--- config.mk ---
export PLATFORM = sky130hd
export DESIGN_NAME = sseg_scan_mux_flat
export DESIGN_NICKNAME = d
export VERILOG_FILES = /design/src/rtl/sseg_pkg.sv /design/src/rtl/sseg_scan_mux_if.sv /design/src/rtl/sseg_glyph_dec.sv /design/src/rtl/sseg_scan_mux.sv /design/src/flat_wrapper.sv
export SDC_FILE = /design/constraint.sdc
export NUM_CORES = 1
export LEC_CHECK = 0
export CAP_MARGIN = 10
export CORE_UTILIZATION = 58
export DETAILED_ROUTE_END_ITERATION = 16
export GPL_TIMING_DRIVEN = 0
export PLACE_DENSITY = 0.95
export SLEW_MARGIN = 0
export SYNTH_ARGS = -nofsm -noshare
export SYNTH_HDL_FRONTEND = slang
export SYNTH_SLANG_ARGS = --single-unit
--- constraint.sdc ---
create_clock -name i_clk -period 5.5 [get_ports i_clk]
set_input_delay 0.825 -clock i_clk [delete_from_list [all_inputs] [get_ports i_clk]]
set_output_delay 0.825 -clock i_clk [all_outputs]
set_load 0.01 [all_outputs]
--- src/rtl/sseg_pkg.sv ---
// Shared types and constants for the seven-segment scan multiplexer.
// Holds the active-low segment pattern type, the all-dark pattern and the hex glyph table.
// Pattern bit order is {dp,g,f,e,d,c,b,a}; a 0 lights the segment.
package sseg_pkg;

  typedef logic [7:0] seg_t;

  localparam seg_t SSEG_OFF = 8'hFF;

  // Glyphs for 0-F with dp dark; index with the hex value.
  localparam logic [15:0][7:0] HEX_GLYPH = {
    8'h8E, 8'h86, 8'hA1, 8'hC6, 8'h83, 8'h88, 8'h90, 8'h80,
    8'hF8, 8'h82, 8'h92, 8'h99, 8'hB0, 8'hA4, 8'hF9, 8'hC0
  };

endpackage

--- src/rtl/sseg_scan_mux_if.sv ---
// Display bus between a digit source and the scan multiplexer.
// Carries frame inputs (hex, dp, blank, lzs, bright) and pin outputs (ldsel, sseg_n, frame_tick).
// master = source/observer side, slave = multiplexer side.
interface sseg_scan_mux_if #(
  parameter int N_DIGITS = 4,
  parameter int PWM_BITS = 4
);
  import sseg_pkg::*;

  logic [4*N_DIGITS-1:0] i_hex;
  logic [N_DIGITS-1:0]   i_dp;
  logic [N_DIGITS-1:0]   i_blank;
  logic                  i_lzs;
  logic [PWM_BITS-1:0]   i_bright;
  logic [N_DIGITS-1:0]   o_ldsel;
  seg_t                  o_sseg_n;
  logic                  o_frame_tick;

  modport master (
    output i_hex, i_dp, i_blank, i_lzs, i_bright,
    input  o_ldsel, o_sseg_n, o_frame_tick
  );

  modport slave (
    input  i_hex, i_dp, i_blank, i_lzs, i_bright,
    output o_ldsel, o_sseg_n, o_frame_tick
  );

endinterface

--- src/rtl/sseg_glyph_dec.sv ---
// Hex digit plus decimal point to active-low segment pattern.
// Ports: hex (4-bit value), dp (1 = lit), seg_n ({dp,g,f,e,d,c,b,a}, active-low).
// Purely combinational, no state, no backpressure.
module sseg_glyph_dec
  import sseg_pkg::*;
(
  input  logic [3:0] hex,
  input  logic       dp,
  output seg_t       seg_n
);

  assign seg_n = {~dp, HEX_GLYPH[hex][6:0]};

endmodule

--- src/rtl/sseg_scan_mux.sv ---
// Time-multiplexed seven-segment driver: scans N_DIGITS digits, SCAN_DIV cycles each.
// Ports: i_clk, i_reset (async, active-high), bus (slave modport: frame inputs in, ldsel/sseg_n/frame_tick out).
// Latency: pins lag the scan state by one registered cycle; inputs are frame-snapshotted, no backpressure.
// Optional PWM dimming from i_bright is built only when SSEG_SCAN_DIMMING_EN is defined.
module sseg_scan_mux
  import sseg_pkg::*;
#(
  parameter int N_DIGITS = 4,
  parameter int SCAN_DIV = 100000,
  parameter int PWM_BITS = 4
) (
  input  logic           i_clk,
  input  logic           i_reset,
  sseg_scan_mux_if.slave bus
);

  localparam int SLOT_W = $clog2(SCAN_DIV);
  localparam int IDX_W  = $clog2(N_DIGITS);
  localparam logic [SLOT_W-1:0] SLOT_LAST = SLOT_W'(SCAN_DIV - 1);
  localparam logic [IDX_W-1:0]  IDX_LAST  = IDX_W'(N_DIGITS - 1);

  logic [SLOT_W-1:0]     slot_cnt;
  logic [IDX_W-1:0]      idx;
  logic                  first_clk;
  logic                  slot_wrap;
  logic                  snap_en;

  logic [4*N_DIGITS-1:0] snap_hex;
  logic [N_DIGITS-1:0]   snap_dp;
  logic [N_DIGITS-1:0]   snap_blank;
  logic                  snap_lzs;

  logic [N_DIGITS-1:0]   supp;
  logic                  zero_run;
  logic                  pwm_on;
  logic [3:0]            cur_hex;
  seg_t                  glyph;
  logic [N_DIGITS-1:0]   ldsel_d;
  seg_t                  sseg_d;

  logic [N_DIGITS-1:0]   ldsel_q;
  seg_t                  sseg_q;
  logic                  tick_q;

  assign slot_wrap = (slot_cnt == SLOT_LAST);
  // Snapshot on the last-digit-to-digit-0 wrap, and once right after reset so
  // the first frame never runs on the reset-time (all blanked) snapshot.
  assign snap_en   = first_clk | (slot_wrap & (idx == IDX_LAST));

  always_ff @(posedge i_clk or posedge i_reset) begin
    if (i_reset) begin
      slot_cnt   <= '0;
      idx        <= '0;
      first_clk  <= 1'b1;
      snap_hex   <= '0;
      snap_dp    <= '0;
      snap_blank <= '1;
      snap_lzs   <= 1'b0;
      ldsel_q    <= '0;
      sseg_q     <= SSEG_OFF;
      tick_q     <= 1'b0;
    end else begin
      slot_cnt  <= slot_wrap ? '0 : slot_cnt + 1'b1;
      if (slot_wrap) begin
        idx <= (idx == IDX_LAST) ? '0 : idx + 1'b1;
      end
      first_clk <= 1'b0;
      if (snap_en) begin
        snap_hex   <= bus.i_hex;
        snap_dp    <= bus.i_dp;
        snap_blank <= bus.i_blank;
        snap_lzs   <= bus.i_lzs;
      end
      ldsel_q <= ldsel_d;
      sseg_q  <= sseg_d;
      tick_q  <= snap_en;
    end
  end

`ifdef SSEG_SCAN_DIMMING_EN
  logic [PWM_BITS-1:0] pwm_cnt;
  logic [PWM_BITS-1:0] snap_bright;

  always_ff @(posedge i_clk or posedge i_reset) begin
    if (i_reset) begin
      pwm_cnt     <= '0;
      snap_bright <= '0;
    end else begin
      pwm_cnt <= pwm_cnt + 1'b1;
      if (snap_en) begin
        snap_bright <= bus.i_bright;
      end
    end
  end

  // All-ones means fully on; otherwise the counter can never reach the level.
  assign pwm_on = (&snap_bright) | (pwm_cnt < snap_bright);
`else
  assign pwm_on = 1'b1;
`endif

  // Leading-zero suppression walks down from the top digit; the first nonzero
  // value or lit dp ends the run for itself and everything below it.
  always_comb begin
    supp     = '0;
    zero_run = snap_lzs;
    for (int k = N_DIGITS - 1; k >= 1; k--) begin
      if ((snap_hex[4*k +: 4] != 4'h0) || snap_dp[k]) begin
        zero_run = 1'b0;
      end
      supp[k] = zero_run;
    end
  end

  assign cur_hex = snap_hex[{idx, 2'b00} +: 4];

  sseg_glyph_dec u_glyph (
    .hex   (cur_hex),
    .dp    (snap_dp[idx]),
    .seg_n (glyph)
  );

  // Slot position 0 is the dead-time cycle after every index change.
  always_comb begin
    ldsel_d = '0;
    sseg_d  = SSEG_OFF;
    if (slot_cnt != '0) begin
      ldsel_d[idx] = 1'b1;
      if (!snap_blank[idx] && !supp[idx] && pwm_on) begin
        sseg_d = glyph;
      end
    end
  end

  assign bus.o_ldsel      = ldsel_q;
  assign bus.o_sseg_n     = sseg_q;
  assign bus.o_frame_tick = tick_q;

endmodule

--- src/flat_wrapper.sv ---
// flat-port wrapper written by rule: the top's interface ports become plain ports
module sseg_scan_mux_flat import sseg_pkg::*;
#(
  parameter int N_DIGITS = 4,
  parameter int SCAN_DIV = 100000,
  parameter int PWM_BITS = 4
)
  (i_clk, i_reset, bus_i_hex, bus_i_dp, bus_i_blank, bus_i_lzs, bus_i_bright, bus_o_ldsel, bus_o_sseg_n, bus_o_frame_tick);
  sseg_scan_mux_if #(.N_DIGITS(N_DIGITS), .PWM_BITS(PWM_BITS)) bus_i ();
  input  logic i_clk;
  input  logic i_reset;
  input wire logic [$bits(bus_i.i_hex)-1:0] bus_i_hex;
  input wire logic [$bits(bus_i.i_dp)-1:0] bus_i_dp;
  input wire logic [$bits(bus_i.i_blank)-1:0] bus_i_blank;
  input wire logic [$bits(bus_i.i_lzs)-1:0] bus_i_lzs;
  input wire logic [$bits(bus_i.i_bright)-1:0] bus_i_bright;
  output wire logic [$bits(bus_i.o_ldsel)-1:0] bus_o_ldsel;
  output wire logic [$bits(bus_i.o_sseg_n)-1:0] bus_o_sseg_n;
  output wire logic [$bits(bus_i.o_frame_tick)-1:0] bus_o_frame_tick;
  assign bus_i.i_hex = bus_i_hex;
  assign bus_i.i_dp = bus_i_dp;
  assign bus_i.i_blank = bus_i_blank;
  assign bus_i.i_lzs = bus_i_lzs;
  assign bus_i.i_bright = bus_i_bright;
  assign bus_o_ldsel = bus_i.o_ldsel;
  assign bus_o_sseg_n = bus_i.o_sseg_n;
  assign bus_o_frame_tick = bus_i.o_frame_tick;
  sseg_scan_mux #(.N_DIGITS(N_DIGITS), .SCAN_DIV(SCAN_DIV), .PWM_BITS(PWM_BITS)) u_core (.i_clk(i_clk), .i_reset(i_reset), .bus(bus_i));
endmodule
Word-level counts from Yosys, hierarchy flattened
Memories as Yosys holds them, arrays and structs flattened.
Cells that the tools add are included.
Widths: inputs -> output; s select.

word-level totals
  word-level logic and storage cells = 50
  output and inout bits = 13
  memories = 1
  bits in read-only memories = 128
  register bits = 58
  input port bits = 31

memory list
  memory            depth  width  rd ports  clocked after memory_dff  wr ports  line                  RTL
  (name not given)  16     8      1         0                         0         sseg_glyph_dec.sv:12  assign seg_n = {~dp, HEX_GLYPH[hex][6:0]};

operators by class
  mux-type cells = 17
  add/sub/neg operators = 2
  shifts and indexed selects = 1
  bitwise gates (word level) = 3
  equal/unequal tests = 2
  order comparisons = 3
  reductions and logical operators = 11

operator list
  kind                   count
  $add 17x1->17 const B  1
  $eq 17x17->1 const B   1
  $mux 17                1
  $reduce_bool 17->1     1
  $mux 8                 2
  $shiftx 16x5->4        1
  $reduce_bool 4->1      3
  $mux 1                 7
  $mux 7                 1
  $bmux 1 s2             3
  $lt 4x5->1 const B     1
  $mux 4                 1
  $logic_or 1x1->1       3
  $lt 2x3->1 const B     1
  $add 2x1->2 const B    1
  $demux 1 s2            1
  $eq 2x2->1 const B     1
  $ge 2x1->1 const B     1
  $logic_and 1x1->1      2
  $logic_not 1->1        2
  $mux 2                 1
  $and 1x1->1            1
  $not 1->1              1
  $or 1x1->1             1

Depth between registers and ports, before layout
  depth after elaboration = 11
  gate-level depth with buffers = 8
  gate-level depth less buffers = 7

Modules after synthesis
Synthesis repeated with hierarchy kept, for this count alone.

unflattened totals
  cells, all modules = 243
  area total of the unflattened synthesis = 2,989.1 sq um

modules (own cells, without submodules)
  module          area an instance (sq um)  cells each  times used
  sseg_scan_mux   2,710.1                   210         1
  sseg_glyph_dec  279.0                     33          1

Worst setup path before layout
No wires, ideal clock.

  path kind = register to register
  start = register u_core.idx[0]
  end = register u_core.sseg_q[0] (netlist: u_core.bus.o_sseg_n[0])
  stages on the path, launching flop included = 8
  setup slack = 3,394 ps
  arrival = 2,041 ps
  library setup time = 66 ps
  buffers on the path = 1
  period minus slack after synthesis = 2,106 ps
  required time = 5,434 ps
  cell sequence = dfrtp_1 buf_2 mux4_2 inv_1 ha_1 inv_1 or3_1 nand4_1

on the way
  cells in the longest elaborated chain, start to end = 6

ends and longest elaborated chain
  item                                                                  line                  RTL
  from (decl)                                                           sseg_scan_mux.sv:23   logic [IDX_W-1:0] idx;
  from (signal assigned)                                                sseg_scan_mux.sv:65   idx <= (idx == IDX_LAST) ? '0 : idx + 1'b1;
  parallel branches: the longest is 4 deep, another holds $mem_v2 16x8  --
  $mux 8 (*)                                                            sseg_scan_mux.sv:129  if (!snap_blank[idx] && !supp[idx] && pwm_on) begin
  $mux 8 (*)                                                            sseg_scan_mux.sv:127  if (slot_cnt != '0) begin
  net u_core.sseg_d[0]                                                  sseg_scan_mux.sv:39   seg_t sseg_d;
  to (signal assigned)                                                  sseg_scan_mux.sv:75   sseg_q <= sseg_d;
  to (decl)                                                             sseg_scan_mux.sv:42   seg_t sseg_q;

Mark *: on every way through the listed nets, which the timed path passes. The select of a mux whose other input is x is not followed.
A chain may end at the register's enable or synchronous reset.

Worst setup path in the final report
Same ends and word-level chain as after synthesis.

==> summary.md <==
| Metric | Value |
|---|---|
| Die Y-Extent | 73.4 µm |
| CTS root buffer | clkbuf_8 |
| Fillers | 333 |
| Area growth syn-to-layout | 22.6% |
| Buffers on Ports | 39 |
| Cts hold-fix bufs | 0 |
| DP HPWL | 4120 µm |
| GRT Util Overall | 25.3% |
| Net Sw Frac | 24.5% |
| Area after DPL | 3450 µm² |
| Synth warn | 0 |
| Critical path peak fanout | 10 |
| Setup TNS | 0 ns |
| Reg power frac | 49.7% |
| Nets@finish | 326 |
| CP top delay family | multiplexers |
| Routed length per instance | 16.5 µm |
| Met2 wire len | 2920 µm |
| Crit path DAT | 2.65 ns |
| Total core area | 4820 µm² |
| Row count | 25 |
| Post-synth top cells | dfrtp_1 (45), mux2_4 (19), dfstp_2 (13) |
| Post-synth top area cell | dfrtp_1 |
| Clk slew on worst S/H paths | 0.07 ns |
| Sequential area share after synthesis | 49.7% |
| Grt total ovfl | 0 |
| Setup crit end kind | flip-flop |
| Worst min path class | flip-flop to flip-flop |
| Die extent in x | 73.4 µm |
| First drt pass iteration count | 4 |
| Share of layout cells above drive strength 1 | 26.7% |
| Min cycle time layout | 2.37 ns |
| Internal power | 0.000731 W |
| DRT iter0 DRCs | 138 |
| Synth Cell Area | 2960 µm² |
| CTS tree | done |
| Clock Skew | 0.0122 ns |
| Critical path launch point type | flip-flop |
| Final setup fails | 0 |
| Number of inserted diodes | 0 |
| Final-report hold violation count | 0 |
| Most frequent cell after synthesis | dfrtp_1 |
| Initial antenna violation count | 0 |
| WHS | 0.505 ns |
| Post-synth top area share | 38.1% |
| RePlAce Congestion | 0.811 |
| Antenna Violating Nets Remaining | 0 |
| Fmax | 423 MHz |
| Worst path bufs/invs | 3 |
| Unique masters post-synth | 44 |
| Area contributors post-synth | dfrtp_1 (38%), dfstp_2 (12%), mux2_4 (9.7%), ha_1 (5.1%), mux2_2 (3.8%) |
| Clk sink count | 58 |
| H-tree depth | 3 |
| Largest net degree at the start of global routing | 46 |
| Number of synthesized flops with an enable pin | 0 |
| Most used cell, CP | inv_1 |
| Die Area | 5380 µm² |
| Vias in the first global route | 2067 |
| Critical Setup Path Class | flip-flop to flip-flop |
| Postcts setup bufs | 0 |
| CP required | 5.78 ns |
| Sw power | 0.000238 W |
| Slowest stage delay, CP | 0.62 ns |
| RSZ-0062 raised after global routing | false |
| Final WL | 5860 µm |
| Worst path cell trace | buf_2, mux4_2, inv_1, ha_1, inv_1, or3_1, nand4_1 |
| Global-route wire length before repair | 9780 µm |
| PostCTS Resize Cnt | 0 |
| # DRC | 0 |
| # Max-Cap Violations | 0 |
| Async SR Flop Fraction | 100% |
| Final Max Tran Viols | 0 |
| Final period util | 43.0% |
| Cell count after synthesis | 232 |
| DR vias | 1999 |
| Power Density | 267 nW/µm² |
| Outcome | finished, final reports clean |
| M1 wire length | 2510 µm |
| Vias/cell | 5.63 |
| Clock Tree Buf Depth | 2 |
| Metal3 WL | 295 µm |
| Slowest CP cell | mux4_2 |
| Logic gate share of total power | 14.2% |
| Synthesized flop and latch total | 58 |
| Slew HR | 67.0% |
| # IOs | 44 |
| CTS Buf Count | 9 |
| Clock power frac | 36.2% |
| Top sig layer | met4 |
| Initial core utilization | 61.4% |
| Peak supply drop | 0.277 mV |
| Clk_lat worst skew | 0.35 ns |
| Final non-filler cell area | 3620 µm² |
| Syn_area_per_cell | 12.7 µm² |
| Ys flop type | dfrtp_1 |
| Worst-Margin Slew | 0.491 ns |
| Static leakage | 1.57 nW |
| Synthesized Nets | 275 |
==> final timing paths <==
check / start / cells after the start / to / slack [ns]
max: u_core.idx[0] / 7 / u_core.bus.o_sseg_n[0] / 3.13
min: u_core.slot_cnt[11] / 1 / u_core.slot_cnt[11] / 0.51
max reg2reg: u_core.idx[0] / 7 / u_core.bus.o_sseg_n[0] / 3.13
min reg2reg: u_core.slot_cnt[11] / 1 / u_core.slot_cnt[11] / 0.51
max in group asynchronous: i_reset / 3 / u_core.first_clk / 4.18
min in group asynchronous: i_reset / 2 / u_core.snap_hex[2] / 0.74
==> power groups by stage <==
stage	Combinational (W)	Sequential [W]	Clock [W]
6_report	0.000137	0.000481	0.000350
5_1_grt	0.000149	0.000484	0.000374
4_1_cts	0.000138	0.000481	0.000351
3_5_place_dp	0.000137	0.000488	0
3_3_place_gp	0.000129	0.000486	0
2_1_floorplan	0.0000787	0.000487	0
==> sequential cells by signal (all words and copies together) (netlist names) <==
name / cells
u_core.bus.o_frame_tick: 1
u_core.snap_dp: 4
u_core.snap_blank: 4
u_core.bus.o_sseg_n: 8
u_core.snap_hex: 16
u_core.bus.o_ldsel: 4
u_core.slot_cnt: 17
u_core.snap_lzs: 1
u_core.first_clk: 1
u_core.idx: 2
==> stage by stage <==
step                total power (W)  util (%)  worst slack [ns]  instances
floorplan                  0.000566         -              3.27        232
global placement           0.000615      71.2              2.34        338
detailed placement         0.000625      71.6              3.18        339
CTS                        0.000971      75.2              3.14        355
global route                0.00101      75.2              3.02        355
finish                     0.000969      75.2              3.13        355
==> metal layers <==
metal  GRT usage, %  up-vias
li1               -      926
met1           31.0      992
met2           41.6       67
met3           5.35       14
met4           14.3        0
met5              0        -
==> cell families after synthesis <==
| group | synth area share, % |
|---|---|
| flip-flops | 49.7 |
| multiplexers | 19.3 |
| other | 0.127 |
| adder cells (fa/ha/maj) | 5.08 |
| buffers and inverters | 3.01 |
| XOR/XNOR | 3.56 |
| AO/OA/AOI/OAI | 3.77 |
| AND/OR/NAND/NOR | 15.5 |
==> placed cells by master (no fill, tap or decap), types with 3 or more instances in the layout <==
cell	instances
dfrtp_1	45
clkdlybuf4s50_1	39
mux2_4	19
dfstp_2	13
nor2_1	12
ha_1	12
nand3_1	11
clkbuf_8	11
inv_1	10
mux2_2	10
nand4_1	8
nand2_1	8
xnor2_1	8
nor2b_1	8
or3_1	5
mux4_2	5
mux2i_1	5
a21oi_1	4
xor2_1	4
nor4_1	4
nor3_1	4
buf_6	3
clkbuf_1	3
clkinv_2	3
==> layout make-up <==
type                       count  area (µm²)  area share [%]
inverter                      11        41.3            1.14
multi-input combinational    157        1400            38.6
sequential                    58        1470            40.5
clock inverter                 3        15.0           0.414
tap                           67        83.8            2.31
timing repair buffer          40         410            11.3
clock buffer                  13         159            4.39
buffer                         6        47.5            1.31
(Power assumes the default switching activity.)
